### config.mk
export PLATFORM = sky130hd
export DESIGN_NAME = fetch_imem_cache_flat
export DESIGN_NICKNAME = d
export VERILOG_FILES = /design/src/rtl/fetch_imem_cache_if.sv /design/src/rtl/fetch_imem_cache.sv /design/src/flat_wrapper.sv
export SDC_FILE = /design/constraint.sdc
export NUM_CORES = 1
export LEC_CHECK = 0
export ABC_AREA = 1
export ABC_CLOCK_PERIOD_IN_PS = 11700
export BUFFER_PORTS_ARGS = -buffer_cell sky130_fd_sc_hd__buf_2
export CORE_MARGIN = 2
export CORE_UTILIZATION = 55
export DETAILED_ROUTE_END_ITERATION = 7
export PLACE_DENSITY = 0.71
export RECOVER_POWER = 50
export SETUP_SLACK_MARGIN = 0.05
export SLEW_MARGIN = 25
export SYNTH_ARGS = -nofsm -noshare
export SYNTH_HDL_FRONTEND = slang
export SYNTH_SLANG_ARGS = --single-unit
### constraint.sdc
create_clock -name clk_i -period 11.7 [get_ports clk_i]
set_input_delay 1.17 -clock clk_i [delete_from_list [all_inputs] [get_ports clk_i]]
set_output_delay 1.17 -clock clk_i [all_outputs]
set_load 0.01 [all_outputs]
### src/rtl/fetch_imem_cache_if.sv
// Fetch-side and backing-bus signals of the instruction cache.
// The cache uses modport slave; the fetch stage / memory model uses modport master.
interface fetch_imem_cache_if #(
    parameter int CNT_W = 16
);
    logic [31:0]      pc_rom;
    logic             inv;
    logic [31:0]      inst_rom;
    logic             stall;
    logic             addr_err;
    logic             bus_req;
    logic [31:0]      bus_addr;
    logic             bus_gnt;
    logic             bus_rvalid;
    logic [31:0]      bus_rdata;
    logic [CNT_W-1:0] miss_cnt;

    modport slave (
        input  pc_rom, inv, bus_gnt, bus_rvalid, bus_rdata,
        output inst_rom, stall, addr_err, bus_req, bus_addr, miss_cnt
    );

    modport master (
        output pc_rom, inv, bus_gnt, bus_rvalid, bus_rdata,
        input  inst_rom, stall, addr_err, bus_req, bus_addr, miss_cnt
    );
endinterface

### src/rtl/fetch_imem_cache.sv
// Direct-mapped, one-word-per-line instruction cache. Hits answer in the same cycle;
// misses stall IF and refill the line over a req/gnt + rvalid read.
module fetch_imem_cache #(
    parameter int DEPTH = 8,
    parameter int CNT_W = 16
) (
    input  logic               clk_i,
    input  logic               rst_ni,
    fetch_imem_cache_if.slave  io
);
    localparam int IDX_W = $clog2(DEPTH);
    localparam int TAG_W = 32 - IDX_W - 2;

    typedef enum logic [1:0] {
        IDLE = 2'd0,
        REQ  = 2'd1,
        WAIT = 2'd2
    } state_t;

    state_t             state_q;
    logic [DEPTH-1:0]   valid_q;
    logic [TAG_W-1:0]   tag_q  [DEPTH];
    logic [31:0]        data_q [DEPTH];
    logic [31:2]        miss_addr_q;
    logic               bus_req_q;
    logic [31:0]        bus_addr_q;
    logic [CNT_W-1:0]   miss_cnt_q;

    logic               aligned_s;
    logic               hit_s;
    logic               miss_s;
    logic [IDX_W-1:0]   idx_s;
    logic [TAG_W-1:0]   tag_s;
    logic [IDX_W-1:0]   miss_idx_s;
    logic [31:2]        miss_addr_d;
    logic [CNT_W-1:0]   miss_cnt_d;
    logic               fill_s;

    // Address decode, hit detection and the combinational fetch-side answer.
    always_comb begin
        aligned_s   = (io.pc_rom[1:0] == 2'b00);
        idx_s       = io.pc_rom[IDX_W+1:2];
        tag_s       = io.pc_rom[31:IDX_W+2];
        hit_s       = aligned_s && (state_q == IDLE) && valid_q[idx_s] && (tag_q[idx_s] == tag_s);
        miss_s      = aligned_s && !hit_s;
        miss_idx_s  = miss_addr_q[IDX_W+1:2];
        miss_addr_d = io.pc_rom[31:2];
        fill_s      = (state_q == WAIT) && io.bus_rvalid;
        if (miss_cnt_q == {CNT_W{1'b1}}) begin
            miss_cnt_d = miss_cnt_q;
        end else begin
            miss_cnt_d = miss_cnt_q + {{(CNT_W-1){1'b0}}, 1'b1};
        end
        if (hit_s) begin
            io.inst_rom = data_q[idx_s];
        end else begin
            io.inst_rom = 32'h0000_0000;
        end
        io.stall    = miss_s;
        io.addr_err = !aligned_s;
    end

    assign io.bus_req  = bus_req_q;
    assign io.bus_addr = bus_addr_q;
    assign io.miss_cnt = miss_cnt_q;

    // Refill FSM with registered bus outputs, valid bits and miss counter.
    always_ff @(posedge clk_i or negedge rst_ni) begin
        if (!rst_ni) begin
            state_q     <= IDLE;
            valid_q     <= {DEPTH{1'b0}};
            miss_addr_q <= 30'd0;
            bus_req_q   <= 1'b0;
            bus_addr_q  <= 32'h0000_0000;
            miss_cnt_q  <= {CNT_W{1'b0}};
        end else begin
            case (state_q)
                IDLE: begin
                    if (miss_s) begin
                        miss_addr_q <= miss_addr_d;
                        bus_addr_q  <= {miss_addr_d, 2'b00};
                        bus_req_q   <= 1'b1;
                        miss_cnt_q  <= miss_cnt_d;
                        state_q     <= REQ;
                    end
                end
                REQ: begin
                    if (io.bus_gnt) begin
                        bus_req_q <= 1'b0;
                        state_q   <= WAIT;
                    end
                end
                WAIT: begin
                    if (io.bus_rvalid) begin
                        valid_q[miss_idx_s] <= 1'b1;
                        state_q             <= IDLE;
                    end
                end
                default: begin
                    bus_req_q <= 1'b0;
                    state_q   <= IDLE;
                end
            endcase
            // Invalidate overrides a same-cycle fill: the data lands but stays invalid.
            if (io.inv) begin
                valid_q <= {DEPTH{1'b0}};
            end
        end
    end

    // Line storage; contents are meaningless until the matching valid bit is set.
    always_ff @(posedge clk_i) begin
        if (fill_s) begin
            data_q[miss_idx_s] <= io.bus_rdata;
            tag_q[miss_idx_s]  <= miss_addr_q[31:IDX_W+2];
        end
    end
endmodule

### src/flat_wrapper.sv
// flat-port wrapper written by rule: the top's interface ports become plain ports
module fetch_imem_cache_flat 
#(
    parameter int DEPTH = 8,
    parameter int CNT_W = 16
)
  (clk_i, rst_ni, io_pc_rom, io_inv, io_bus_gnt, io_bus_rvalid, io_bus_rdata, io_inst_rom, io_stall, io_addr_err, io_bus_req, io_bus_addr, io_miss_cnt);
  fetch_imem_cache_if #(.CNT_W(CNT_W)) io_i ();
  input  logic clk_i;
  input  logic rst_ni;
  input wire logic [$bits(io_i.pc_rom)-1:0] io_pc_rom;
  input wire logic [$bits(io_i.inv)-1:0] io_inv;
  input wire logic [$bits(io_i.bus_gnt)-1:0] io_bus_gnt;
  input wire logic [$bits(io_i.bus_rvalid)-1:0] io_bus_rvalid;
  input wire logic [$bits(io_i.bus_rdata)-1:0] io_bus_rdata;
  output wire logic [$bits(io_i.inst_rom)-1:0] io_inst_rom;
  output wire logic [$bits(io_i.stall)-1:0] io_stall;
  output wire logic [$bits(io_i.addr_err)-1:0] io_addr_err;
  output wire logic [$bits(io_i.bus_req)-1:0] io_bus_req;
  output wire logic [$bits(io_i.bus_addr)-1:0] io_bus_addr;
  output wire logic [$bits(io_i.miss_cnt)-1:0] io_miss_cnt;
  assign io_i.pc_rom = io_pc_rom;
  assign io_i.inv = io_inv;
  assign io_i.bus_gnt = io_bus_gnt;
  assign io_i.bus_rvalid = io_bus_rvalid;
  assign io_i.bus_rdata = io_bus_rdata;
  assign io_inst_rom = io_i.inst_rom;
  assign io_stall = io_i.stall;
  assign io_addr_err = io_i.addr_err;
  assign io_bus_req = io_i.bus_req;
  assign io_bus_addr = io_i.bus_addr;
  assign io_miss_cnt = io_i.miss_cnt;
  fetch_imem_cache #(.DEPTH(DEPTH), .CNT_W(CNT_W)) u_core (.clk_i(clk_i), .rst_ni(rst_ni), .io(io_i));
endmodule
==> qor_table.md <==
| Item | This run |
| --- | --- |
| Count of pins on the block boundary | 152 |
| Cell with the most instances after synthesis | sky130_fd_sc_hd__edfxtp_1 |
| Path type of the worst setup path | in -> out |
| Initial standard-cell utilization of the core | 55.9% |
| Number of standard cells after synthesis | 2028 |
| Port Buffer Count | 149 |
| Sum of net half-perimeters after detailed placement | 30.2 mm |
| Total iterations of the first detailed-routing run | 6 |
| Launch point of the worst hold path | u_core.valid_q[5]$_DFFE_PN0P_ |
| Terminating pin of the worst hold path | u_core.valid_q[5]$_DFFE_PN0P_ |
| Pin count of the biggest net entering global routing | 133 |
| Critical Path Source | io_pc_rom[2] |
| Die area | 0.0421 mm^2 |
| Fin crit share | 52.1% |
| Number of cells upsized or downsized after cts | 0 |
| Number of clock sinks | 529 |
| Setup TNS | 0 ps |
| Core region area | 0.0398 mm^2 |
| Design Area, Final | 0.0251 mm^2 |
| FMAX | 164 MHz |
| Number of endpoints failing setup at the final stage | 0 |
| Antenna violations before repair | 4 |
| Largest vdd supply drop | 0.000142 V |
| Violated checks | max-capacitance violations, max-slew violations |
| Setup repair after global routing missed its margin | no |
| Placed cell areas | 0.0234 mm^2 |
| Hold WS | 496 ps |
| Number of buffers inserted during clock tree synthesis | 54 |
| Count of pins over their slew limit | 115 |
| Gr ovfl total | 0 |
| Power density of the placed cells | 175 mW/mm^2 |
| Synth async-reset ratio | 10.8% |
| Routability Congestion | 0.899 |
| Count of final hold-check violations | 0 |
| Fin Clk Skew | 25.8 ps |
| TritonCTS clock tree | done |
| Nature of the critical path endpoint | output pin |
| Width of the die | 205 um |
| Top cell types by occurrence after synthesis | 472 x sky130_fd_sc_hd__edfxtp_1, 401 x sky130_fd_sc_hd__nand2_1, 326 x sky130_fd_sc_hd__nor2_1, 215 x sky130_fd_sc_hd__o21ai_0, 167 x sky130_fd_sc_hd__inv_1 |
| Post-Place Worst Slack | 5390 ps |
| Vias in the first global route | 15200 |
| Power consumption | 4390 uW |
| Post-synthesis sequential area ratio | 70.1% |
| Run status | finished with violations |
| Vertical die dimension | 205 um |
| Slew margin rel. | -151% |
| Post-synthesis cell type with the largest combined area | sky130_fd_sc_hd__edfxtp_1 |
| Number of cell instances on the worst register-to-register path | 6 |
| Synth Cell Area | 0.0223 mm^2 |
| Cts hold-fix bufs | 0 |
| Fraction of layout instances using a drive strength above 1 | 10.5% |
| Clock transition time at the flip-flop clock pins of the worst setup and hold paths | 60 ps |
| Number of nets at the end of the flow | 2219 |
| Number of flip-flops and latches in the synthesized netlist | 529 |
| CP Data Arrival Time | 4930 ps |
| Wire length of the first global-routing pass | 84.2 mm |
| P_leak | 0.00989 uW |
| CTS root buffer | sky130_fd_sc_hd__clkbuf_16 |
| Final setup margin | 5600 ps |
| Number of violations reported at the end of detailed-routing iteration 0 | 1586 |
| Leading cell types by total area after synthesis | sky130_fd_sc_hd__edfxtp_1 64%, sky130_fd_sc_hd__nand2_1 6.8%, sky130_fd_sc_hd__dfrtp_1 6.4% |
| Via density | 5.67 |
| Combined global-route utilization of all metal layers | 26.5% |
| Required time of the critical path | 10530 ps |
| Tightest Pin Transition | 3770 ps |
| Remaining DRCs | 0 |
| Startpoint types | primary input |
| Post-synth EDFFs | 472 |
| Yosys warnings | 0 |
| Share of the synthesized area in the top cell type | 63.7% |
| Layout overhead on the synthesized area | 13.0% |
| Setup slack, reg-to-reg | 8210 ps |
| Routed len/inst | 20.3 um |
| Number of vias in the routed layout | 15400 |
| Average size of a mapped cell | 11.0 um^2 |
| MaxCap Viol Count | 5 |
| Clock buffer depth | 3 |
| Cell Rows | 73 |
| Destination of the worst register-to-register timing path | u_core.data_q[7][5]$_DFFE_PP_ |
| Path type of the worst min-delay path | reg -> reg |
| Distinct cells, synth | 33 |
| Remaining antenna violation count after routing | 0 |
| Depth of the CTS H-tree | 2 |
| Routed WL | 55.2 mm |
| Top_reg_cell synth | sky130_fd_sc_hd__edfxtp_1 |
| Worst-path maximum fanout | 90 |
| Clk Latency, worst-skew pair | 610 ps |
| Postcts setup bufs | 0 |
| Post-route minimum period | 6100 ps |
| Worst r2r src | u_core.state_q[0]$_DFFE_PN0P_ |
| Cell depth of the worst min-delay path | 2 |
where the power goes:
group / internal (uW) / switching (uW) / leakage (uW) / total, uW
clock: 997 / 700 / 0.000859 / 1700
sequential: 2210 / 110 / 0.00501 / 2320
combinational: 114 / 262 / 0.00402 / 376
total: 3320 / 1070 / 0.00989 / 4390
registers in the layout (all words and copies together), names as in the netlist:
| name | count |
|---|---|
| u_core.state_q | 2 |
| u_core.valid_q | 8 |
| u_core.io.miss_cnt | 16 |
| u_core.miss_addr_q | 30 |
| u_core.data_q | 256 |
| u_core.io.bus_req | 1 |
| u_core.tag_q | 216 |
layout make-up:
cell class	count	area (um^2)
Tap cell	525	657
Fill cell	3116	14700
Multi-Input combinational cell	1221	5480
Clock inverter	21	226
Sequential cell	529	15600
Clock buffer	78	1530
Inverter	170	644
Timing Repair Buffer	173	997
Antenna cell	3	7.51
per-layer routing:
metal,vias to the layer above,GRT usage [%],part of all wire (%)
li1,7182,-,-
met1,7454,35.0,40
met2,672,44.4,49
met3,107,4.55,7.8
met4,4,9.82,2.5
met5,-,0,0.054
cell usage in the layout, fill, tap and decap left out, types with 10 or more instances in the layout:
cell / count
sky130_fd_sc_hd__buf_2: 114
sky130_fd_sc_hd__buf_4: 17
sky130_fd_sc_hd__clkbuf_1: 50
sky130_fd_sc_hd__clkbuf_16: 55
sky130_fd_sc_hd__dfrtp_1: 57
sky130_fd_sc_hd__edfxtp_1: 472
sky130_fd_sc_hd__inv_1: 167
sky130_fd_sc_hd__nand2_1: 401
sky130_fd_sc_hd__nand3_1: 132
sky130_fd_sc_hd__nand4_1: 24
sky130_fd_sc_hd__nor2_1: 323
sky130_fd_sc_hd__o21ai_0: 215
sky130_fd_sc_hd__o21ai_1: 43
sky130_fd_sc_hd__o221ai_1: 32
sky130_fd_sc_hd__xor2_1: 10
through the flow:
stage          util, %  instances
5_1_grt           63.1       2718
3_3_place_gp      58.5       2613
2_1_floorplan        -       2029
6_report          63.1       2720
3_5_place_dp      58.8       2616
4_1_cts           63.2       2715
worst max-delay path by stage:
stage,depth (start not counted),end
detailed placement,17,io_inst_rom[15]
global placement,17,io_inst_rom[25]
floorplan,4,u_core.data_q[0][0]$_DFFE_PP_
global route,20,io_inst_rom[17]
finish,16,io_inst_rom[1]
CTS,17,io_inst_rom[16]
worst max-delay path, cell delays in order:
cell and delay (ps):
sky130_fd_sc_hd__buf_6 360, sky130_fd_sc_hd__buf_4 780, sky130_fd_sc_hd__buf_4 450, sky130_fd_sc_hd__buf_16 320
sky130_fd_sc_hd__nand2_1 110, sky130_fd_sc_hd__nand3_1 140, sky130_fd_sc_hd__nand3_1 100, sky130_fd_sc_hd__nand2_1 140
sky130_fd_sc_hd__o2111ai_1 120, sky130_fd_sc_hd__nor2_1 110, sky130_fd_sc_hd__nand2_1 60, sky130_fd_sc_hd__nor2_1 150
sky130_fd_sc_hd__nand2_1 100, sky130_fd_sc_hd__buf_4 270, sky130_fd_sc_hd__nor2_1 170, sky130_fd_sc_hd__buf_2 150
cell families (layout without fill, tap and decap cells):
| logic type | Yosys count | count (layout) | share of synthesized area [%] |
|---|---|---|---|
| xor gates and xnor gates | 14 | 14 | 0.551 |
| AOI/OAI and AO/OA | 305 | 305 | 7.49 |
| DFF | 529 | 529 | 70.1 |
| other | 1 | 5 | 0.0169 |
| adders and majority gates | 1 | 1 | 0.0562 |
| buffers and inverters | 279 | 442 | 5.41 |
| and+or+nand+nor | 899 | 899 | 16.4 |
Power figures use the tool's default switching activity.
